`src/rtl/mic1_ctrl_pkg.sv`:
```
// Shared types and index constants for the MIC-1 run-control block.
package mic1_ctrl_pkg;

  typedef enum logic [2:0] {
    RESET_SEQ = 3'd0,
    IDLE      = 3'd1,
    RUN       = 3'd2,
    STEP      = 3'd3,
    HALTED    = 3'd4
  } ctrl_state_t;

  localparam int LED_RUN    = 0;
  localparam int LED_IDLE   = 1;
  localparam int LED_STEP   = 2;
  localparam int LED_HALTED = 3;
  localparam int LED_RESET  = 4;
  localparam int LED_BP     = 5;

  localparam int BTN_UP     = 0;
  localparam int BTN_LEFT   = 1;
  localparam int BTN_RIGHT  = 2;
  localparam int BTN_DOWN   = 3;
  localparam int BTN_CENTER = 4;

  // Bit positions inside the edge-detector vector
  localparam int PB_RUN   = 0;
  localparam int PB_STEP  = 1;
  localparam int PB_STOP  = 2;
  localparam int PB_RESET = 3;

endpackage

```
`src/rtl/btn_rise_detect.sv`:
```
// Registered rising-edge detector; previous-value registers reset to ones so a
// level held through reset yields no pulse.
module btn_rise_detect #(
  parameter int N = 4
) (
  input  logic         clk,
  input  logic         rst_n,
  input  logic [N-1:0] lvl_i,
  output logic [N-1:0] pls_o
);

  logic [N-1:0] prev_q;
  logic [N-1:0] pls_q;

  always_ff @(posedge clk or negedge rst_n) begin
    if (!rst_n) begin
      prev_q <= '1;
      pls_q  <= '0;
    end else begin
      prev_q <= lvl_i;
      pls_q  <= lvl_i & ~prev_q;
    end
  end

  assign pls_o = pls_q;

endmodule

```
`src/rtl/mic1_run_ctrl.sv`:
```
// Run-control sequencer gating the MIC-1 datapath (enable, core reset, cycle count, LEDs).
// Optional breakpoint unit enabled by defining MIC1_BREAKPOINT_EN.
module mic1_run_ctrl
  import mic1_ctrl_pkg::*;
#(
  parameter int STEP_CYCLES   = 1,
  parameter int RST_PULSE_LEN = 4,
  parameter int MPC_W         = 9
) (
  input  logic             clk,
  input  logic             resetn,
  input  logic             btn_run,
  input  logic             btn_step,
  input  logic             btn_stop,
  input  logic             btn_reset,
  input  logic             halt_req,
  input  logic [MPC_W-1:0] mpc,
`ifdef MIC1_BREAKPOINT_EN
  input  logic [MPC_W-1:0] bp_addr,
  input  logic             bp_valid,
`endif
  output logic             cpu_en,
  output logic             cpu_rst_n,
  output logic [31:0]      cyc_cnt,
  output logic [2:0]       state,
  output logic [5:0]       led
);

  localparam logic [7:0] RST_LOAD  = 8'(RST_PULSE_LEN);
  localparam logic [7:0] STEP_LOAD = 8'(STEP_CYCLES);

  logic [3:0]  btn_lvl, btn_pls;
  logic        p_run, p_step, p_stop, p_reset;
  ctrl_state_t state_q, state_d;
  logic [7:0]  rcnt_q, rcnt_d;
  logic [7:0]  scnt_q, scnt_d;
  logic [31:0] cyc_q, cyc_d;
  logic        bp_match;
  logic        bp_led;
  logic        halt;

  assign btn_lvl = {btn_reset, btn_stop, btn_step, btn_run};

  btn_rise_detect #(.N(4)) u_rise (
    .clk   (clk),
    .rst_n (resetn),
    .lvl_i (btn_lvl),
    .pls_o (btn_pls)
  );

  assign p_run   = btn_pls[PB_RUN];
  assign p_step  = btn_pls[PB_STEP];
  assign p_stop  = btn_pls[PB_STOP];
  assign p_reset = btn_pls[PB_RESET];

`ifdef MIC1_BREAKPOINT_EN
  logic bp_hit_q, bp_hit_d;
  logic skip_q, skip_d;

  // skip lets a resume from a breakpoint execute the breakpointed address once
  assign bp_match = (state_q == RUN) && bp_valid && (mpc == bp_addr) && !skip_q;

  always_comb begin
    skip_d = skip_q;
    if (state_d == RUN && state_q != RUN) skip_d = 1'b1;
    else if (state_q == RUN)              skip_d = 1'b0;

    bp_hit_d = bp_hit_q;
    if (state_d == RESET_SEQ)  bp_hit_d = 1'b0;
    else if (bp_match)         bp_hit_d = 1'b1;
    else if (p_run || p_step)  bp_hit_d = 1'b0;
  end

  always_ff @(posedge clk or negedge resetn) begin
    if (!resetn) begin
      skip_q   <= 1'b0;
      bp_hit_q <= 1'b0;
    end else begin
      skip_q   <= skip_d;
      bp_hit_q <= bp_hit_d;
    end
  end

  assign bp_led = bp_hit_q;
`else
  logic unused_mpc;
  assign unused_mpc = ^mpc;
  assign bp_match   = 1'b0;
  assign bp_led     = 1'b0;
`endif

  assign cpu_en    = ((state_q == RUN) || (state_q == STEP)) && !bp_match;
  assign cpu_rst_n = (state_q != RESET_SEQ);
  assign halt      = halt_req && cpu_en;

  always_comb begin
    state_d = state_q;
    rcnt_d  = rcnt_q;
    scnt_d  = scnt_q;
    if (p_reset) begin
      state_d = RESET_SEQ;
      rcnt_d  = RST_LOAD;
    end else begin
      case (state_q)
        RESET_SEQ: begin
          if (rcnt_q <= 8'd1) state_d = IDLE;
          else                rcnt_d  = rcnt_q - 8'd1;
        end
        IDLE: begin
          if (!p_stop) begin
            if (p_step) begin
              state_d = STEP;
              scnt_d  = STEP_LOAD;
            end else if (p_run) begin
              state_d = RUN;
            end
          end
        end
        RUN: begin
          if (halt)                     state_d = HALTED;
          else if (bp_match || p_stop)  state_d = IDLE;
        end
        STEP: begin
          if (halt)                             state_d = HALTED;
          else if (p_stop || scnt_q <= 8'd1)    state_d = IDLE;
          else                                  scnt_d  = scnt_q - 8'd1;
        end
        HALTED: state_d = HALTED;
        default: begin
          state_d = RESET_SEQ;
          rcnt_d  = RST_LOAD;
        end
      endcase
    end
  end

  // Counter is held at zero for the whole reset sequence and saturates at all-ones
  always_comb begin
    cyc_d = cyc_q;
    if (state_d == RESET_SEQ)          cyc_d = '0;
    else if (cpu_en && cyc_q != '1)    cyc_d = cyc_q + 32'd1;
  end

  always_ff @(posedge clk or negedge resetn) begin
    if (!resetn) begin
      state_q <= RESET_SEQ;
      rcnt_q  <= RST_LOAD;
      scnt_q  <= '0;
      cyc_q   <= '0;
    end else begin
      state_q <= state_d;
      rcnt_q  <= rcnt_d;
      scnt_q  <= scnt_d;
      cyc_q   <= cyc_d;
    end
  end

  always_comb begin
    led             = '0;
    led[LED_RUN]    = (state_q == RUN);
    led[LED_IDLE]   = (state_q == IDLE);
    led[LED_STEP]   = (state_q == STEP);
    led[LED_HALTED] = (state_q == HALTED);
    led[LED_RESET]  = (state_q == RESET_SEQ);
    led[LED_BP]     = bp_led;
  end

  assign cyc_cnt = cyc_q;
  assign state   = state_q;

endmodule
```
`config.mk`:
```
export PLATFORM = sky130hd
export DESIGN_NAME = mic1_run_ctrl
export DESIGN_NICKNAME = d
export VERILOG_FILES = /design/src/rtl/mic1_ctrl_pkg.sv /design/src/rtl/btn_rise_detect.sv /design/src/rtl/mic1_run_ctrl.sv
export SDC_FILE = /design/constraint.sdc
export NUM_CORES = 1
export LEC_CHECK = 0
export CAP_MARGIN = 10
export CORE_UTILIZATION = 42
export CTS_CLUSTER_DIAMETER = 80
export DETAILED_ROUTE_END_ITERATION = 16
export PLACE_DENSITY = 0.72
export SLEW_MARGIN = 20
export SYNTH_ARGS = -nofsm -noshare
export SYNTH_HDL_FRONTEND = slang
export SYNTH_SLANG_ARGS = --single-unit
```
`constraint.sdc`:
```
create_clock -name clk -period 3 [get_ports clk]
set_clock_uncertainty 0.05 [all_clocks]
set_input_delay 0.6 -clock clk [delete_from_list [all_inputs] [get_ports clk]]
set_output_delay 0.6 -clock clk [all_outputs]
set_load 0.02 [all_outputs]
```
# --- Yosys cells after proc, flatten, opt, wreduce, memory -nomap -nowiden ---
# Index checks and enable logic that the tools add are counted.
classes:
  n_eq_ne: 11
  muxes: 20
  n_bitwise: 3
  add_sub_neg: 3
  n_shift: 0
  div: 0
  magnitude_cmp: 2
  mul: 0
  n_reduce_logical: 12
op_table:
  columns: ["op", "count"]
  rows:
  - ["2-to-1 mux 32 bit", 2]
  - ["2-to-1 mux 8 bit", 6]
  - ["adder 32 x 1 -> 32 bit, second input constant", 1]
  - ["inequality test 32 bit, second input constant", 1]
  - ["case mux 8 bit (2 select lines)", 2]
  - ["2-to-1 mux 3 bit", 9]
  - ["<= comparator 8 x 1 -> 1 bit, second input constant", 2]
  - ["subtractor 8 x 1 -> 8 bit, second input constant", 2]
  - ["case mux 3 bit (5 select lines)", 1]
  - ["equality test 3 x 2 -> 1 bit, second input constant", 2]
  - ["logical NOT 3 bit", 2]
  - ["inequality test 2 bit, second input constant", 3]
  - ["AND reduction 6 bit", 1]
  - ["bitwise AND 4 bit", 1]
  - ["inequality test 2 x 1 -> 1 bit, second input constant", 2]
  - ["NOT 4 bit", 1]
  - ["nonzero test 2 bit", 2]
  - ["OR reduction 4 bit", 1]
  - ["equality test 3 x 1 -> 1 bit, second input constant", 1]
  - ["equality test 3 bit, second input constant", 1]
  - ["inequality test 3 x 2 -> 1 bit, second input constant", 1]
  - ["nonzero test 3 bit", 1]
  - ["logical AND 1 bit", 2]
  - ["logical OR 1 bit", 2]
  - ["2 further kinds", 2]
word_totals:
  word_cells: 57
  latch_bits: 0
  register_bits: 59
  inputBits: 16
  rom_bits: 0
  output_inout_bits: 43
  mem_bits_rw: 0
  n_memories: 0

# --- Depth between registers and ports, before layout ---
depth:
  word_depth: 8
  mapped_depth: 9
  ltp_nobuf: 8

# --- Modules after synthesis ---
# Synthesis repeated with hierarchy kept, for this count alone.
hier_totals:
  cells_unflattened: 344
  hier_area_um2: 3268.1
modules_own_cells:
  columns: ["mod", "n_inst", "cells_per_inst", "area_each_um2"]
  rows:
  - ["mic1_run_ctrl", 1, 332, 3007.9]
  - ["btn_rise_detect", 1, 12, 260.2]

# --- Worst setup path before layout ---
# No wires, ideal clock.
synth_path:
  kind: "register to register"
  start: "reg state_q[0], in the netlist state[0]"
  end: "reg rcnt_q[4]"
  n_path_buf: 1
  slack_ns: 0.617
  stages_incl_launch_ff: 9
  period_less_slack_ns: 2.383
  arrival_time_ns: 2.211
  setup_ns: 0.122
  required_time_ns: 2.828
  path_cell_list: "dfrtp_1 > or3_1 > inv_1 > and4_1 > o31a_1 > a311oi_4 > buf_6 > o21ai_0 > o2bb2ai_1"
synth_rtl:
  columns: ["element", "line", "text"]
  rows:
  - ["start: declaration", "mic1_run_ctrl.sv:34", "ctrl_state_t state_q, state_d;"]
  - ["start signal: assignment", "mic1_run_ctrl.sv:151", "state_q <= state_d;"]
  - ["logical NOT 3 bit *", null, null]
  - ["via led[4]", "mic1_run_ctrl.sv:26", "output logic [5:0] led"]
  - ["case mux 8 bit (2 select lines) or inequality test 3 x 2 -> 1 bit (tied branches)", null, null]
  - ["2-to-1 mux 8 bit or AND reduction 2 bit (tied branches)", null, null]
  - ["end signal: assignment", "mic1_run_ctrl.sv:152", "rcnt_q <= rcnt_d;"]
  - ["end: declaration", "mic1_run_ctrl.sv:35", "logic [7:0] rcnt_q, rcnt_d;"]
# Mark *: on every way through the listed nets, which the timed path passes. The rest lies on a longest branch.
# A chain may end at the register's enable or synchronous reset.

# --- Worst setup path in the final report ---
layout_path:
  start: "reg state_q[1], in the netlist state[1]"
  end: "out cpu_en"
layout_via:
  elab_chain_cells: 2
layout_lines:
  columns: ["element", "line", "text"]
  rows:
  - ["equality test 3 x 2 -> 1 bit", "mic1_run_ctrl.sv:92", "assign cpu_en = ((state_q == RUN) || (state_q == STEP)) && !bp_match;"]
  - ["logical OR 1 bit *", "mic1_run_ctrl.sv:92", null]
  - ["end: declaration", "mic1_run_ctrl.sv:22", "output logic cpu_en,"]
# Every way passes the cells marked *; elsewhere a longest branch is shown, timed or not.

==> impl_results.md <==
- Total congestion overflow after global routing: 0
- Clock tree from TritonCTS: yes
- Sequential cell area fraction in the yosys report: 0.4867
- Post-Syn Area per Cell: 9.551 um2
- Unrepaired setup endpoints after global routing: no
- Die boundary height: between 80 and 90 um
- Max-cap viol count: 0
- Count of cells resized by post-cts repair: 0
- Total clock buffers created by CTS: 9
- Final nets: 397
- Clock insertion delay at the later pin of the skew report: 0.34 ns
- Clock transition at the registers of the reported paths: ~0.07 ns
- Area overhead of the layout relative to synthesis: 27.52%
- Count leader, synth: sky130_fd_sc_hd__dfrtp_1
- Peak VDD IR: 0.4097 mV
- Synthesis warning total: 0
- Area of the die: ~0.0076 mm2
- Leading cell types by total area after synthesis: sky130_fd_sc_hd__dfrtp_1 (44%), sky130_fd_sc_hd__nor2_1 (5.3%), sky130_fd_sc_hd__xor2_1 (4.6%), sky130_fd_sc_hd__dfstp_2 (4.3%), sky130_fd_sc_hd__xnor2_1 (3.2%)
- Port buffer count: 48
- Distinct cell type count after synthesis: 48
- GR Util All Layers: 0.1890
- Fraction of final layout cells with drive strength greater than 1: 0.1024
- CTS Root Buffer Type: sky130_fd_sc_hd__clkbuf_8
- Final setup violation count: 0
- Type of origin of the critical path: flop
- Measured slew at the worst slew-check pin: 0.6727 ns
- Area share of the largest cell type after synthesis: 0.4435
- Primary flip-flop cell chosen by synthesis mapping: sky130_fd_sc_hd__dfrtp_1
- Antenna violation net count after detailed routing: 0
- Worst-path fanout max: 11
- Share of the clock period used by the worst path after layout: 0.9010
- Power per Cell Area: between 600 and 700 mW/mm2
- Maximum number of pins on one net before global-route repair: 47
- Placer's final routability congestion estimate: 0.7845
- Flop and latch count out of synthesis: 59
- Filler Cell Count: 628
- Worst hold-check path type: in -> async
- Post-detail-place hpwl: approximately 4600 um
- Net count after synthesis: 340
- Number of setup buffers added after CTS: 0
- Outcome: finished, final reports clean
- Cell area after technology mapping: 0.003047 mm2
- Core area: 0.006907 mm2
- LEAKAGE: 0.001577 uW
- Maximum clock frequency: 0.3699 GHz
- First-pass GRT wire length: 11000 um
- Met2 wire length: around 3000 um
- Antenna diode count: 0
- Synthesized instance count: 319
- Number of DRC markers in iteration 0: between 100 and 150
- Number of buffers on the longest clock path: 2
- Worst slew slack as a fraction of its limit: 0.5474
- Wire length per cell: 13.60 um
- Final Non-Filler Cells: 477
- Initial Utilization: 0.4411
- Category of the worst setup path capture point: output pin
- Count of clock tree sinks: 59
- Antenna violations before repair: 0
- Avg Vias per Cell: 5.346
- Vias in the first global route: roughly 2.4k
- Setup_tns: 0 ns
- Worst EP arrival: 2.05 ns
- Final count of hold timing violations: 0
- Routed length on met1: a little over 3000 um
- Number of enable flip-flop cells after synthesis: 0
- Worst setup slack before clock tree synthesis: 0.4622 ns
- First-pass detailed-route iteration total: 4
- DRC violation count after routing: 0
- Worst setup slack after layout: roughly 0.3 ns
- Min Tclk post-route: 2.703 ns
- Cell Count Post-Placement: 461
- Row count: 30
- Detail Route met3 WL: around 200 um
- Count of vias placed by the detailed router: approximately 2.6k
- Cell taking the most area after synthesis: sky130_fd_sc_hd__dfrtp_1
- Width of the chip: about 87 um
- Required time of the worst setup path: 2.35 ns
- Aggregate routed wire length: 6488 um
- Kind of critical path: reg -> out
- Async SR Flop Fraction: 1.000
- Top routing layer in use: met4
- Most frequent cells after synthesis: sky130_fd_sc_hd__dfrtp_1 (54), sky130_fd_sc_hd__nor2_1 (43), sky130_fd_sc_hd__nand2_1 (20), sky130_fd_sc_hd__nand3_1 (16), sky130_fd_sc_hd__xor2_1 (16)
- CTS H-tree lvls: 3
- Hold Buf Count CTS: 0
- Number of top-level pins: 59
- Max Transition Viols Final: 0
==> registers in the layout (all words and copies together) (netlist names) <==
name and cells:
u_rise.pls_o 4, rcnt_q 8, scnt_q 8, cyc_cnt 32, state 3, u_rise.prev_q 4
==> per-layer routing <==
metal | global-route usage | vias up
li1 | - | 1247
met1 | 0.2567 | 1238
met2 | 0.2956 | 55
met3 | 0.03128 | 10
met4 | 0.08942 | 0
met5 | 0 | -
==> critical path, stage by stage (launching register included) <==
cell	delay [ns]
sky130_fd_sc_hd__dfrtp_1	0.50
sky130_fd_sc_hd__nand2b_1	0.31
sky130_fd_sc_hd__inv_1	0.27
sky130_fd_sc_hd__clkdlybuf4s50_1	0.65
==> per-stage QoR <==
step           hold WS, ns  total power (uW)  cell area, um2    util
2_1_floorplan       0.2544              1386            3047       -
3_3_place_gp        0.4249              1587            3659  0.5297
3_5_place_dp        0.4288              1607            3659  0.5297
4_1_cts             0.1250              2427            3885  0.5625
5_1_grt             0.1442              2544            3885  0.5625
6_report            0.1221              2410            3885  0.5625
==> final timing paths <==
path	from	end	slack (ns)	depth (start not counted)
max in group asynchronous	resetn	rcnt_q[2]	2.05	2
max	state[1]	cpu_en	0.30	3
min in group clk	u_rise.prev_q[2]	u_rise.pls_o[2]	0.43	1
min	resetn	cyc_cnt[10]	0.12	1
max reg2reg	rcnt_q[0]	rcnt_q[4]	0.49	9
min reg2reg	u_rise.prev_q[2]	u_rise.pls_o[2]	0.43	1
==> final cells by class <==
| cell class | count | area (um2) | share of cell area |
|---|---|---|---|
| sequential | 59 | 1483 | 0.3816 |
| multi-input combinational | 238 | 1466 | 0.3775 |
| timing repair buffer | 55 | 540.5 | 0.1391 |
| clock buffer | 11 | 141.4 | 0.03639 |
| tap | 96 | 120.1 | 0.03092 |
| clock inverter | 5 | 85.08 | 0.02190 |
| inverter | 13 | 48.80 | 0.01256 |
==> power breakdown <==
group / switching, uW / internal (uW)
Combinational: 402 / 271
Sequential: 57.7 / 861
Clock: 324 / 495
==> placed cells by master, fill, tap and decap left out, types with 5 or more instances in the layout <==
cell type / netlist / routed
sky130_fd_sc_hd__and4_1: 5 / 5
sky130_fd_sc_hd__or3_1: 8 / 8
sky130_fd_sc_hd__and3_1: 14 / 14
sky130_fd_sc_hd__buf_4: 1 / 6
sky130_fd_sc_hd__dfstp_2: 5 / 5
sky130_fd_sc_hd__nand4_1: 10 / 10
sky130_fd_sc_hd__nor2b_1: 7 / 7
sky130_fd_sc_hd__nor3_1: 10 / 10
sky130_fd_sc_hd__xor2_1: 16 / 16
sky130_fd_sc_hd__dfrtp_1: 54 / 54
sky130_fd_sc_hd__o21ai_0: 10 / 10
sky130_fd_sc_hd__a21oi_1: 15 / 15
sky130_fd_sc_hd__nand3_1: 16 / 16
sky130_fd_sc_hd__clkbuf_8: 0 / 10
sky130_fd_sc_hd__nand2_1: 20 / 20
sky130_fd_sc_hd__nor4_1: 5 / 5
sky130_fd_sc_hd__inv_1: 13 / 13
sky130_fd_sc_hd__nor2_1: 43 / 43
sky130_fd_sc_hd__ha_1: 5 / 5
sky130_fd_sc_hd__clkdlybuf4s50_1: 0 / 47
sky130_fd_sc_hd__xnor2_1: 11 / 11
==> kinds of logic after synthesis <==
family / count (synthesis) / share of synthesized area
flops: 59 / 0.4867
mux: 2 / 0.006571
buf+inv: 22 / 0.03203
fa+ha+maj: 5 / 0.02053
other cells: 1 / 0.001231
compound gates: 47 / 0.1076
simple gates: 156 / 0.2678
xor+xnor: 27 / 0.07762
Power figures use the tool's default switching activity.
